**src/rtl/shuffle_pkg.sv**
```systemverilog
// shuffle_pkg: shared state type, move counter width and LFSR tap table
// for the shuffle/solve game controller and the puzzle's random-fill block.
package shuffle_pkg;
    localparam int MOVES_W = 8;
    typedef enum logic [1:0] {
        IDLE     = 2'd0,
        SCRAMBLE = 2'd1,
        PLAY     = 2'd2,
        SOLVED   = 2'd3
    } state_e;
    // Galois (right-shift) feedback masks of primitive polynomials, bit n-1 always set.
    function automatic logic [15:0] lfsr_taps(input int width);
        case (width)
            3:       lfsr_taps = 16'h0006;
            4:       lfsr_taps = 16'h000C;
            5:       lfsr_taps = 16'h0014;
            6:       lfsr_taps = 16'h0030;
            7:       lfsr_taps = 16'h0060;
            8:       lfsr_taps = 16'h00B8;
            9:       lfsr_taps = 16'h0110;
            10:      lfsr_taps = 16'h0240;
            11:      lfsr_taps = 16'h0500;
            12:      lfsr_taps = 16'h0829;
            13:      lfsr_taps = 16'h100D;
            14:      lfsr_taps = 16'h2015;
            15:      lfsr_taps = 16'h6000;
            16:      lfsr_taps = 16'hD008;
            default: lfsr_taps = 16'h0000;
        endcase
    endfunction
endpackage

```
**src/rtl/shuffle_solve_ctrl_if.sv**
```systemverilog
// shuffle_solve_ctrl_if: move handshake between the game controller (master)
// and the board move engine (slave).
interface shuffle_solve_ctrl_if #(parameter int RAND_W = 5);
    import shuffle_pkg::*;
    logic               move_valid;
    logic               move_ready;
    logic [RAND_W-1:0]  move_idx;
    logic [MOVES_W-1:0] moves_left;
    modport master (output move_valid, move_idx, moves_left, input move_ready);
    modport slave  (input move_valid, move_idx, moves_left, output move_ready);
endinterface

```
**src/rtl/shuffle_solve_ctrl_lfsr_gen.sv**
```systemverilog
// lfsr_gen: maximal-length Galois LFSR for WIDTH 3..16; a zero SEED is
// replaced by all-ones so the register can never lock up at zero.
module lfsr_gen
    import shuffle_pkg::*;
#(
    parameter int               WIDTH = 5,
    parameter logic [WIDTH-1:0] SEED  = '1
) (
    input  logic             clk,
    input  logic             rst_n,
    input  logic             en,
    output logic [WIDTH-1:0] value
);
    localparam logic [WIDTH-1:0] TAPS   = WIDTH'(lfsr_taps(WIDTH));
    localparam logic [WIDTH-1:0] SEED_V = (SEED == '0) ? '1 : SEED;
    logic [WIDTH-1:0] value_q, value_d;
    assign value_d = en ? ((value_q >> 1) ^ (value_q[0] ? TAPS : '0)) : value_q;
    assign value   = value_q;
    always_ff @(posedge clk or negedge rst_n) begin
        if (!rst_n) value_q <= SEED_V;
        else        value_q <= value_d;
    end
endmodule

```
**src/rtl/shuffle_solve_ctrl.sv**
```systemverilog
// shuffle_solve_ctrl: game-mode sequencer IDLE -> SCRAMBLE -> PLAY -> SOLVED;
// issues random board moves over valid/ready and drives the solve buzzer.
module shuffle_solve_ctrl
    import shuffle_pkg::*;
#(
    parameter int                RAND_W      = 5,
    parameter int                MOVE_MAX    = 31,
    parameter int                NUM_MOVES   = 16,
    parameter int                BUZZ_CYCLES = 8,
    parameter logic [RAND_W-1:0] SEED        = '1
) (
    input  logic                        clk,
    input  logic                        rst_n,
    input  logic                        mix_state_i,
    input  logic                        scramble_btn_i,
    input  logic                        solved_i,
    shuffle_solve_ctrl_if.master        mv,
    output logic                        busy_o,
    output logic                        buzz_o,
    output logic [1:0]                  state_o
);
    localparam int                  BUZZ_W = $clog2(BUZZ_CYCLES + 1);
    localparam logic [MOVES_W-1:0]  NUM_L  = MOVES_W'(NUM_MOVES);
    localparam logic [BUZZ_W-1:0]   BUZZ_L = BUZZ_W'(BUZZ_CYCLES);
    localparam logic [RAND_W-1:0]   MAX_V  = RAND_W'(MOVE_MAX);
    state_e              state_q;
    logic [MOVES_W-1:0]  left_q;
    logic [BUZZ_W-1:0]   buzz_cnt_q;
    logic                busy_q, buzz_q;
    logic                sync1_q, sync2_q, edge_q;
    logic [RAND_W-1:0]   lfsr, cand_q, cand_d;
    logic                cand_ok_q;
    logic                btn_rise, xfer, hold;
    lfsr_gen #(.WIDTH(RAND_W), .SEED(SEED)) u_lfsr (
        .clk   (clk),
        .rst_n (rst_n),
        .en    (1'b1),
        .value (lfsr)
    );
    // The LFSR never yields zero; offset by one so index 0 is reachable.
    assign cand_d        = lfsr - RAND_W'(1);
    assign btn_rise      = sync2_q & ~edge_q;
    assign mv.move_valid = cand_ok_q && state_q == SCRAMBLE && left_q != '0;
    assign mv.move_idx   = cand_q;
    assign mv.moves_left = left_q;
    assign xfer          = mv.move_valid && mv.move_ready;
    assign hold          = mv.move_valid && !mv.move_ready;
    assign busy_o        = busy_q;
    assign buzz_o        = buzz_q;
    assign state_o       = state_q;
    always_ff @(posedge clk or negedge rst_n) begin
        if (!rst_n) begin
            sync1_q   <= 1'b0;
            sync2_q   <= 1'b0;
            edge_q    <= 1'b0;
            cand_q    <= '0;
            cand_ok_q <= 1'b0;
        end else begin
            sync1_q <= scramble_btn_i;
            sync2_q <= sync1_q;
            edge_q  <= sync2_q;
            if (!hold) begin
                cand_q    <= cand_d;
                cand_ok_q <= cand_d <= MAX_V;
            end
        end
    end
    // Mode switch off overrides every transition and aborts any pending move.
    always_ff @(posedge clk or negedge rst_n) begin
        if (!rst_n) begin
            state_q    <= IDLE;
            left_q     <= '0;
            buzz_cnt_q <= '0;
            busy_q     <= 1'b0;
            buzz_q     <= 1'b0;
        end else if (!mix_state_i) begin
            state_q    <= IDLE;
            left_q     <= '0;
            buzz_cnt_q <= '0;
            busy_q     <= 1'b0;
            buzz_q     <= 1'b0;
        end else begin
            case (state_q)
                IDLE: if (btn_rise) begin
                    state_q <= SCRAMBLE;
                    left_q  <= NUM_L;
                    busy_q  <= 1'b1;
                end
                SCRAMBLE: if (xfer) begin
                    left_q <= left_q - 1'b1;
                    if (left_q == MOVES_W'(1)) begin
                        state_q <= PLAY;
                        busy_q  <= 1'b0;
                    end
                end
                PLAY: if (solved_i) begin
                    state_q    <= SOLVED;
                    buzz_cnt_q <= BUZZ_L;
                    buzz_q     <= 1'b1;
                end else if (btn_rise) begin
                    state_q <= SCRAMBLE;
                    left_q  <= NUM_L;
                    busy_q  <= 1'b1;
                end
                SOLVED: begin
                    buzz_cnt_q <= buzz_cnt_q - 1'b1;
                    if (buzz_cnt_q == BUZZ_W'(1)) begin
                        state_q <= IDLE;
                        buzz_q  <= 1'b0;
                    end
                end
            endcase
        end
    end
endmodule

```
**src/flat_wrapper.sv**
```systemverilog
// flat-port wrapper written by rule: the top's interface ports become plain ports
module shuffle_solve_ctrl_flat import shuffle_pkg::*;
#(
    parameter int                RAND_W      = 5,
    parameter int                MOVE_MAX    = 31,
    parameter int                NUM_MOVES   = 16,
    parameter int                BUZZ_CYCLES = 8,
    parameter logic [RAND_W-1:0] SEED        = '1
)
  (clk, rst_n, mix_state_i, scramble_btn_i, solved_i, busy_o, buzz_o, state_o, mv_move_valid, mv_move_idx, mv_moves_left, mv_move_ready);
  shuffle_solve_ctrl_if #(.RAND_W(RAND_W)) mv_i ();
  input  logic clk;
  input  logic rst_n;
  input  logic mix_state_i;
  input  logic scramble_btn_i;
  input  logic solved_i;
  output logic busy_o;
  output logic buzz_o;
  output logic [1:0] state_o;
  output wire logic [$bits(mv_i.move_valid)-1:0] mv_move_valid;
  output wire logic [$bits(mv_i.move_idx)-1:0] mv_move_idx;
  output wire logic [$bits(mv_i.moves_left)-1:0] mv_moves_left;
  input wire logic [$bits(mv_i.move_ready)-1:0] mv_move_ready;
  assign mv_move_valid = mv_i.move_valid;
  assign mv_move_idx = mv_i.move_idx;
  assign mv_moves_left = mv_i.moves_left;
  assign mv_i.move_ready = mv_move_ready;
  shuffle_solve_ctrl #(.RAND_W(RAND_W), .MOVE_MAX(MOVE_MAX), .NUM_MOVES(NUM_MOVES), .BUZZ_CYCLES(BUZZ_CYCLES), .SEED(SEED)) u_core (.clk(clk), .rst_n(rst_n), .mix_state_i(mix_state_i), .scramble_btn_i(scramble_btn_i), .solved_i(solved_i), .mv(mv_i), .busy_o(busy_o), .buzz_o(buzz_o), .state_o(state_o));
endmodule
```
**config.mk**
```make
export PLATFORM = sky130hd
export DESIGN_NAME = shuffle_solve_ctrl_flat
export DESIGN_NICKNAME = d
export VERILOG_FILES = /design/src/rtl/shuffle_pkg.sv /design/src/rtl/shuffle_solve_ctrl_if.sv /design/src/rtl/shuffle_solve_ctrl_lfsr_gen.sv /design/src/rtl/shuffle_solve_ctrl.sv /design/src/flat_wrapper.sv
export SDC_FILE = /design/constraint.sdc
export NUM_CORES = 1
export LEC_CHECK = 0
export CORE_ASPECT_RATIO = 2
export CORE_MARGIN = 1.5
export CORE_UTILIZATION = 54
export DETAILED_ROUTE_END_ITERATION = 8
export PLACE_DENSITY_LB_ADDON = 0.08
export SYNTH_ARGS = -nofsm -noshare
export SYNTH_HDL_FRONTEND = slang
export SYNTH_HIERARCHICAL = 1
export SYNTH_SLANG_ARGS = --single-unit
export TNS_END_PERCENT = 1
```
**constraint.sdc**
```tcl
create_clock -name clk -period 2.2 [get_ports clk]
set_input_delay 0.44 -clock clk [delete_from_list [all_inputs] [get_ports clk]]
set_output_delay 0.44 -clock clk [all_outputs]
set_load 0.01 [all_outputs]
```
# Word level (Yosys, flattened, before mapping)
# Index checks and enable logic that the tools add are counted.
dict set report classes {
  magnitude_cmp 1
  n_div 0
  eq_ne 12
  shift 0
  n_reduce_logical 12
  n_mul 0
  muxes 26
  n_addsub 3
  n_bitwise 3
}
# cell count
set op_table {}
lappend op_table {{8-bit two-way mux} 4}
lappend op_table {{8-bit one-hot mux with 3 select lines} 1}
lappend op_table {{2-bit two-way mux} 6}
lappend op_table {{3-bit inequality test (second input constant)} 3}
lappend op_table {{3-bit AND reduction} 3}
lappend op_table {{8-bit by 1-bit equality test with 1-bit output (second input constant)} 1}
lappend op_table {{1-bit two-way mux} 8}
lappend op_table {{4-bit two-way mux} 2}
lappend op_table {{2-bit one-hot mux with 4 select lines} 1}
lappend op_table {{4-bit one-hot mux with 2 select lines} 1}
lappend op_table {{8-bit nonzero test} 1}
lappend op_table {{8-bit by 1-bit subtractor with 8-bit output (second input constant)} 1}
lappend op_table {{3-bit by 2-bit inequality test with 1-bit output (second input constant)} 2}
lappend op_table {{5-bit <= comparator (second input constant)} 1}
lappend op_table {{5-bit two-way mux} 1}
lappend op_table {{5-bit by 1-bit subtractor with 5-bit output (second input constant)} 1}
lappend op_table {{4-bit by 5-bit XOR with 5-bit output} 1}
lappend op_table {{2-bit equality test (second input constant)} 2}
lappend op_table {{4-bit by 1-bit equality test with 1-bit output (second input constant)} 1}
lappend op_table {{1-bit logical AND} 4}
lappend op_table {{4-bit by 1-bit inequality test with 1-bit output (second input constant)} 1}
lappend op_table {{4-bit AND reduction} 1}
lappend op_table {{4-bit by 1-bit subtractor with 4-bit output (second input constant)} 1}
lappend op_table {{3-bit by 1-bit inequality test with 1-bit output (second input constant)} 1}
lappend op_table {{other kinds (8)} 8}
dict set report totals {
  rom_bits 0
  output_inout_bits 18
  wordCells 68
  ramBits 0
  register_bits 30
  mem_count 0
  latch_bits 0
  input_bits 6
}

# Logic depth before layout (Yosys ltp)
# Gate-level depths: netlist (run 1).
dict set report depth {
  depth_word 7
  mapped_depth 7
  ltp_nobuf 6
}

# Hierarchy
# The synthesis (run 1) kept the hierarchy.
# mod seq_area_each_um2 instances area_each_um2 cells_per_inst
set by_module_without_submodules {}
lappend by_module_without_submodules {shuffle_solve_ctrl 625.6 1 1481.4 163}
lappend by_module_without_submodules {lfsr_gen 131.4 1 193.9 12}

# Least setup slack after synthesis (run 1)
# OpenSTA, ideal clock, no wires.
dict set report synth_path {
  path_type {reg2reg}
  startpoint {register u_core.left_q[0], in the netlist u_core/mv.moves_left[0]}
  endpoint {register u_core.left_q[0], in the netlist u_core/mv.moves_left[0]}
  setup_slack_ns 0.354
  t_arrival_ns 1.759
  required_time_ns 2.113
  stages_incl_launch_ff 7
  setup_time_ns 0.087
  n_path_buf 0
  period_less_slack_ns 1.846
  cell_sequence {dfrtp_1 > inv_1 > ha_1 > or3b_2 > o211ai_2 > a211oi_1 > a211oi_2}
}
dict set report synth_via {
  elab_chain_len 5
  elab_cells_between_ends 11
  classes_between {add/sub: 1; eq/ne: 1; mux: 5; reduce/logical: 4}
}
# item line_no
set synth_lines {}
lappend synth_lines {{start, declared} shuffle_solve_ctrl.sv:27} ;# logic [MOVES_W-1:0] left_q;
lappend synth_lines {{start signal, assigned} shuffle_solve_ctrl.sv:90} ;# left_q <= left_q - 1'b1;
lappend synth_lines {{branches (longest 5 deep; another with 8-bit by 1-bit subtractor with 8-bit output)} -}
# Several ways; the timed one is not identified. The select of a mux whose other input is x is not followed.
# A chain may end at the register's enable or synchronous reset.

# Worst setup path after layout (run 1)
dict set report layout_path {
  startpoint {register u_core.left_q[1], in the netlist u_core/mv.moves_left[1]}
  endpoint {output mv_move_valid}
}
dict set report layout_via {
  elab_chain_len 2
}
# item line_no
set layout_lines {}
lappend layout_lines {{8-bit nonzero test} shuffle_solve_ctrl.sv:43} ;# assign mv.move_valid = cand_ok_q && state_q == SCRAMBLE && left_q != '0;
lappend layout_lines {{1-bit logical AND} shuffle_solve_ctrl.sv:43}
lappend layout_lines {{end, declared} flat_wrapper.sv:20} ;# output wire logic [$bits(mv_i.move_valid)-1:0] mv_move_valid;
# Every way passes these cells.

==> results by group, run 1 <==
Final layout
  – Final instance area: around 2200 sq um
  – Final #Nets: 232
  – Area Growth Syn to Fin: 29.13%
  – Inserted Diodes: 0
  – Fill count: 218
  – Sequential Area: 757.0 sq um
  – Ratio of cells with drive above 1 in the final layout: 0.1864
  – Multi-input gate area: approximately 870 sq um

STA
  – Setup Viol. Count Final: 0
  – Tcrit/Tclk final: 0.9493
  – Final hold violations: 0
  – WHS: about 0.36 ns
  – Max-slew violation count: 0
  – Slew at the pin with the worst max-slew slack: 0.5956 ns
  – Unrepaired setup endpoints after global routing: false
  – F_max: around 0.48 GHz
  – Skew final: ~0.0032 ns
  – Post-Route Setup TNS: 0 ns
  – Tmin final: 2.088 ns
  – Slew headroom: 0.6021

Detailed routing
  – Met1 WL: 1.393 mm
  – DRT antenna net count: 0
  – Iteration-0 DRC Markers: 21
  – Uppermost layer routed: met4
  – Met3 WL: around 170 um
  – Total wire length: between 4 and 5 mm
  – Wire length on met2: ~2.3 mm
  – Per-cell routed wire length: around 16 um
  – DR pass1 iterations: 4
  – DRC viols: 0
  – Vias per inst: between 5 and 6
  – Total number of vias: around 1.5k

CTS
  – Reg clk slew, reported paths: ~0.07 ns
  – Clk Latency, worst-skew pair: 0.28 ns
  – CTS buffer count: 5
  – H-tree levels: 2
  – Sink Count: 30
  – CTS tree: built
  – Clock root buffer: clkbuf_8
  – Max Root-Sink Buffers: 2

Die
  – Die X: approximately 42 um
  – Placement Rows: 28
  – Die area: between 3000 and 4000 sq um
  – # IOs: 24
  – Core box area: 2943 sq um
  – Initial Util: 0.5693
  – Die Span Y: just over 80 um

Critical path
  – Crit end category: primary output
  – Type of origin of the critical path: flip-flop
  – WP data required: approximately 1.8 ns
  – Crit Path Max Fanout: 5
  – Crit Path Class: reg -> out
  – Worst Path Arrival: 1.65 ns

Logic synthesis
  – Largest family of logic cells by synthesized area: compound AO/OA/AOI/OAI gates
  – Cells after synthesis: between 150 and 200
  – Main flop type after synthesis: dfrtp_1
  – Post-synthesis adder-cell area fraction: 0.05228
  – Mapped Area: 1675 sq um
  – Register area share after synthesis: 0.4518
  – Synth Area in Simple Gates: 0.1957
  – Count of yosys warnings during synthesis: 6
  – Synth Area in Compound Gates: 0.2031
  – Syn_area_per_cell: 9.573 sq um
  – Cell variety after synth: 48
  – Mux cell area share after synthesis: 0.03286
  – Post-synth EDFFs: 0
  – Fraction of registers with async set or reset after synthesis: 1.000
  – Post-Synth XOR/XNOR Area: 0.01568
  – Seq cells post-synth: 30

Power and ir drop
  – Power Total: 2.482 mW
  – P_leak: between 0.9 and 1 nW
  – Max rail drop VDD: 0.0008328 V
  – Cell area power density: 1147 nW/um^2

Place
  – DP Wirelength: 3.023 mm
  – DP Area: ~2000 sq um
  – Final Wtd Congestion: just over 0.9
  – PortBufs: 23

Global route
  – GR Util All Layers: 0.2652
  – Initial antenna violation count: 0
  – Global-route wire length before repair: between 6 and 7 mm
  – Largest net degree at the start of global routing: 31
  – Number of global-route vias before repair: between 1.5k and 2k
  – Grt total ovfl: 0

Run
  – Max Cap Violations: 0

Run status
  – Run status: complete, no violations

Hold path
  – Hold Crit Class: reg -> reg
==> layer usage <==
metal,GRT usage,vias to the layer above
met1,0.2521,715
li1,-,709
met5,0,-
met2,0.5046,47
met3,0.05495,18
met4,0.1563,0
==> cell families (layout without fill, tap and decap cells) <==
logic type,count (synthesis),count (layout)
fa+ha+maj,7,7
mux,5,5
buf+inv,20,60
simple gates,58,58
xor+xnor,3,3
flops,30,30
other cells,1,6
compound gates,51,51
==> synthesized netlist by cell type, drive strengths merged (2+ instances only) <==
cell type / count / share of area
a21oi: 10 / 0.030
o21ai: 16 / 0.048
o22ai: 2 / 0.0075
dfrtp: 25 / 0.37
dfstp: 5 / 0.078
a31oi: 3 / 0.011
clkbuf: 3 / 0.0067
a2bb2oi: 2 / 0.010
xnor2: 3 / 0.016
nor2: 12 / 0.027
buf: 2 / 0.0060
and2: 2 / 0.0075
mux2: 4 / 0.027
nand2: 14 / 0.031
nor3: 6 / 0.018
nand2b: 4 / 0.015
a22oi: 3 / 0.013
a211oi: 6 / 0.030
nand3: 5 / 0.015
ha: 7 / 0.052
nor4: 3 / 0.024
nor2b: 2 / 0.0075
inv: 15 / 0.034
==> placed cells by master, fill, tap and decap left out, drive strengths merged, types with 2 or more instances in the layout <==
master	synthesis	final
dfrtp	25	25
clkdlybuf4s50	0	22
o21ai	16	16
inv	15	15
buf	2	14
nand2	14	14
nor2	12	12
a21oi	10	10
ha	7	7
nor3	6	6
conb	1	6
a211oi	6	6
clkbuf	3	5
nand3	5	5
dfstp	5	5
nand2b	4	4
mux2	4	4
a31oi	3	3
a22oi	3	3
xnor2	3	3
nor4	3	3
clkinv	0	2
nor2b	2	2
and2	2	2
a2bb2oi	2	2
o22ai	2	2
==> flip-flops by register name, summed over array words and instances, names as in the netlist <==
name and cells:
u_core/busy_o 1, u_core/buzz_cnt_q 4, u_core/buzz_o 1, u_core/cand_ok_q 1, u_core/edge_q 1, u_core/mv.move_idx 5, u_core/mv.moves_left 8, u_core/state_o 2
u_core/sync1_q 1, u_core/sync2_q 1, u_core/u_lfsr/value 5
==> final timing paths <==
kind / start / end / slack (ns) / depth (start not counted)
worst max-delay path: u_core/mv.moves_left[1]$_DFFE_PN0P_ / mv_move_valid / 0.11 / 5
worst min-delay path: u_core/sync1_q$_DFF_PN0_ / u_core/sync2_q$_DFF_PN0_ / 0.36 / 0
worst max register to register: u_core/mv.moves_left[1]$_DFFE_PN0P_ / u_core/mv.moves_left[0]$_DFFE_PN0P_ / 0.16 / 6
worst min register to register: u_core/sync1_q$_DFF_PN0_ / u_core/sync2_q$_DFF_PN0_ / 0.36 / 0
max in group asynchronous: rst_n / u_core/u_lfsr/value[0]$_DFFE_PN1P_ / 1.34 / 2
min in group asynchronous: rst_n / u_core/mv.moves_left[7]$_DFFE_PN0P_ / 0.54 / 2
==> per-stage QoR <==
step / setup slack (ns) / cells / util
4_1_cts: 0.04908 / 248 / 0.7283
3_5_place_dp: 0.04783 / 239 / 0.6875
2_1_floorplan: 0.3545 / 180 / -
3_3_place_gp: 0.1454 / 239 / 0.6875
5_1_grt: 0.009767 / 250 / 0.7351
6_report: 0.1117 / 250 / 0.7351
==> worst max-delay path, stage by stage (launching register included) <==
cell and delay [ns]:
dfrtp_1 0.41, inv_1 0.14, ha_1 0.23, nor3b_2 0.25, a21oi_2 0.10, clkdlybuf4s15_1 0.24
==> report_power, final <==
| group | leakage [nW] | switching [mW] | internal (mW) |
|---|---|---|---|
| clock network | 0.0579 | 0.207 | 0.333 |
| registers | 0.373 | 0.182 | 0.741 |
| logic | 0.476 | 0.495 | 0.524 |
| total | 0.907 | 0.884 | 1.60 |
==> area by class of cell <==
| class | instances | area share |
|---|---|---|
| timing repair buffer | 37 | 0.1550 |
| tap | 30 | 0.01735 |
| sequential | 30 | 0.3499 |
| multi-input combinational | 130 | 0.4014 |
| clock inverter | 3 | 0.01851 |
| clock buffer | 5 | 0.03181 |
| inverter | 15 | 0.02603 |
==> repair_timing <==
| item | in CTS | in global routing |
|---|---|---|
| endpoints found under the hold margin | 0 | 0 |
| setup endpoints to repair | 1 | 1 |
| hold buffers | 0 | 0 |
| pin swaps | 1 | 0 |
| setup buffers | 1 | 2 |
| gates cloned | 0 | 0 |
| resized for setup | 2 | 2 |
(Power assumes the default switching activity.)
==> run 2: changes to the inputs <==
- ABC_AREA: unset -> 1
- SETUP_SLACK_MARGIN: unset -> 0.5
==> results by group, run 2 <==
Run status
  – Run status: complete, no violations

Critical path
  – CP bufs+invs: 4 (+2)
  – WP data required: 1.76 ns (about the same)
  – Reg2Reg Depth: 6 (unchanged)
  – Slowest-stage cell, CP: dfrtp_1
  – Type of origin of the critical path: flip-flop
  – Cell chain of the critical path: inv_2, ha_4, inv_2, nor2_2, nand2_2, nand2_2, inv_2, buf_6
  – CP dominant cell by count: inv_2
  – Crit end category: primary output
  – Crit Path Class: reg -> out
  – Worst Path Arrival: 1.32 ns (-0.33 ns)
  – Max incr delay on CP: 0.40 ns (about the same)
  – Delay-heaviest family, CP: flip-flops
  – Crit Path Max Fanout: 2 (-3)
  – Levels on crit path: 8 (+3)

Die
  – Die area: 3481 sq um (+0.43%)
  – Die Span Y: 81.95 um (+0.22%)
  – Die X: 42.48 um (+0.21%)
  – Initial Util: 0.5651 (-0.004177)
  – # IOs: 24 (unchanged)
  – Core box area: 2978 sq um (+1.2%)
  – Placement Rows: 28 (unchanged)

CTS
  – Clk Latency, worst-skew pair: 0.28 ns (about the same)
  – Clock root buffer: clkbuf_8
  – Hold buffer count at CTS: 0 (unchanged)
  – CTS tree: built
  – Reg clk slew, reported paths: 0.06 ns (about the same)
  – Sink Count: 30 (unchanged)
  – H-tree levels: 2 (unchanged)
  – CTS buffer count: 5 (unchanged)
  – Max Root-Sink Buffers: 2 (unchanged)

Global route
  – GR Util All Layers: 0.2349 (-0.03026)
  – Number of global-route vias before repair: 1500 (-5.0%)
  – Met2 GRT Util: 0.4338 (-0.07077)
  – Global-route wire length before repair: 6.223 mm (-10%)
  – Initial antenna violation count: 0 (unchanged)
  – GRT met1 Usage: 0.2433 (-0.008855)
  – Grt peak-use layer: met2
  – Grt total ovfl: 0 (unchanged)
  – Largest net degree at the start of global routing: 31 (unchanged)
  – Met3 Use GR: 0.04176 (-0.01319)

Final layout
  – Commonest cells after routing, fill and taps aside: nand2_1 (50), dfrtp_1 (24), clkdlybuf4s50_1 (21)
  – Final #Nets: 266 (+15%)
  – Ratio of cells with drive above 1 in the final layout: 0.2677 (+0.08135)
  – Largest register FFs: 8 (unchanged)
  – Inserted Diodes: 0 (unchanged)
  – Most common cell after layout, fill and taps aside: nand2_1
  – Area Growth Syn to Fin: 32.04%

Logic synthesis
  – Top cell type's share of synthesized area: 0.3717 (-0.001666)
  – Cell variety after synth: 28 (-42%)
  – Post-synth EDFFs: 0 (unchanged)
  – Synth cell count leaders: nand2_1 (52), dfrtp_1 (25), inv_1 (24)
  – Register area share after synthesis: 0.4498 (-0.002016)
  – Main flop type after synthesis: dfrtp_1
  – Cells after synthesis: 200 (+14%)
  – Seq cells post-synth: 30 (unchanged)
  – Synth area leader: dfrtp_1
  – Syn_area_per_cell: 8.414 sq um (-12%)
  – Count leader, synth: nand2_1
  – Top cells by area, synth: dfrtp_1 (37%), nand2_1 (12%), dfstp_2 (7.8%), inv_1 (5.4%), ha_1 (5.2%)
  – Fraction of registers with async set or reset after synthesis: 1.000 (unchanged)
  – Count of yosys warnings during synthesis: 6 (unchanged)
  – Mapped Area: 1683 sq um (+0.45%)

STA
  – F_max: 0.5690 GHz (+19%)
  – Final hold violations: 0 (unchanged)
  – Setup ws final: 0.4426 ns (+0.3309 ns)
  – Tcrit/Tclk final: 0.7988 (-0.1504)
  – Tmin final: 1.757 ns (-0.3309 ns)
  – Skew final: 0.004768 ns (+0.001577 ns)
  – Max-slew violation count: 0 (unchanged)
  – Post-Route Setup TNS: 0 ns (unchanged)
  – Setup Viol. Count Final: 0 (unchanged)
  – Unrepaired setup endpoints after global routing: true

Detailed routing
  – Iteration-0 DRC Markers: 37 (+76%)
  – DRC viols: 0 (unchanged)
  – DR pass1 iterations: 4 (unchanged)
  – Vias per inst: 5.056 (-15%)
  – Per-cell routed wire length: 12.69 um (-22%)
  – Total wire length: 3.604 mm (-11%)
  – Total number of vias: 1436 (-3.6%)
  – DRT antenna net count: 0 (unchanged)

Power and ir drop
  – P_leak: 1.070 nW (+18%)
  – Cell area power density: 1383 nW/um^2 (+21%)
  – Max rail drop VDD: 0.0008286 V (-0.50%)

Place
  – Final Wtd Congestion: 0.9373 (+1.3%)
  – DP Wirelength: 2.643 mm (-13%)
  – PortBufs: 23 (unchanged)
  – Pre-CTS setup slack: 0.1031 ns (+0.05529 ns)

Run
  – Max Cap Violations: 0 (unchanged)

Hold path
  – Hold Crit Class: reg -> reg
  – Hold path cells: 0 (unchanged)
-- run 2: worst register-to-register path: stages, from the launching register on --
cell and delay [ns]:
dfstp_2 0.55, inv_1 0.09, ha_1 0.24, xor2_1 0.20, nand2_1 0.07, nor3_1 0.18
nand3b_1 0.09
-- run 2: timing repair --
action / in CTS / in global routing
resized for setup: 14 / 7
buffers inserted: 6 / 9
pin swaps: 2 / 5
endpoints found under the setup margin: 10 / 18
-- run 2: final timing paths --
path                                                      from  slack, ns                             endpoint
max in group asynchronous                                rst_n       1.33   u_core/u_lfsr/value[3]$_DFFE_PN1P_
min reg2reg                           u_core/sync1_q$_DFF_PN0_       0.35             u_core/sync2_q$_DFF_PN0_
min in group asynchronous                                rst_n       0.54  u_core/mv.moves_left[3]$_DFFE_PN0P_
min                                   u_core/sync1_q$_DFF_PN0_       0.35             u_core/sync2_q$_DFF_PN0_
max reg2reg                 u_core/u_lfsr/value[0]$_DFFE_PN1P_       0.66         u_core/cand_ok_q$_DFFE_PN0N_
max                        u_core/mv.moves_left[1]$_DFFE_PN0P_       0.44                        mv_move_valid
-- run 2: through the flow --
step	std cells	hold WS, ns	area (sq um)	util	total power, mW
2_1_floorplan	206	0.1444	1705	-	1.871
3_3_place_gp	261	0.3382	1976	0.6634	2.337
3_5_place_dp	261	0.3364	1976	0.6634	2.379
4_1_cts	275	0.3505	2128	0.7147	2.954
5_1_grt	284	0.3522	2222	0.7462	3.306
6_report	284	0.3471	2222	0.7462	3.074
-- run 2: where the power goes --
part	switching, mW	total [mW]	internal [mW]
combinational	0.928	1.73	0.802
clock	0.194	0.449	0.255
sequential	0.143	0.895	0.752
total	1.26	3.07	1.81
-- run 2: kinds of logic (layout without fill, tap and decap cells) --
group | after synthesis | count (layout) | share of synthesized area
simple gates | 94 | 94 | 0.2632
fa+ha+maj | 7 | 7 | 0.05204
xor+xnor | 7 | 7 | 0.03643
flops | 30 | 30 | 0.4498
compound gates | 30 | 30 | 0.1175
buf+inv | 31 | 79 | 0.07881
other cells | 1 | 7 | 0.002228
-- run 2: area by class of cell --
| cell class | count | area, sq um |
|---|---|---|
| clock buffers | 8 | 90.09 |
| repair buffers | 41 | 369.1 |
| inverters | 30 | 115.1 |
| fillers | 221 | 755.7 |
| well taps | 30 | 37.54 |
| flip-flops and latches | 30 | 758.2 |
| multi-input cells | 145 | 852.1 |
-- run 2: layer usage --
| metal | part of all wire | wire [um] |
|---|---|---|
| met1 | 0.38 | 1354 |
| met5 | 0 | 0 |
| met3 | 0.027 | 96 |
| met4 | 0.030 | 108 |
| met2 | 0.57 | 2045 |
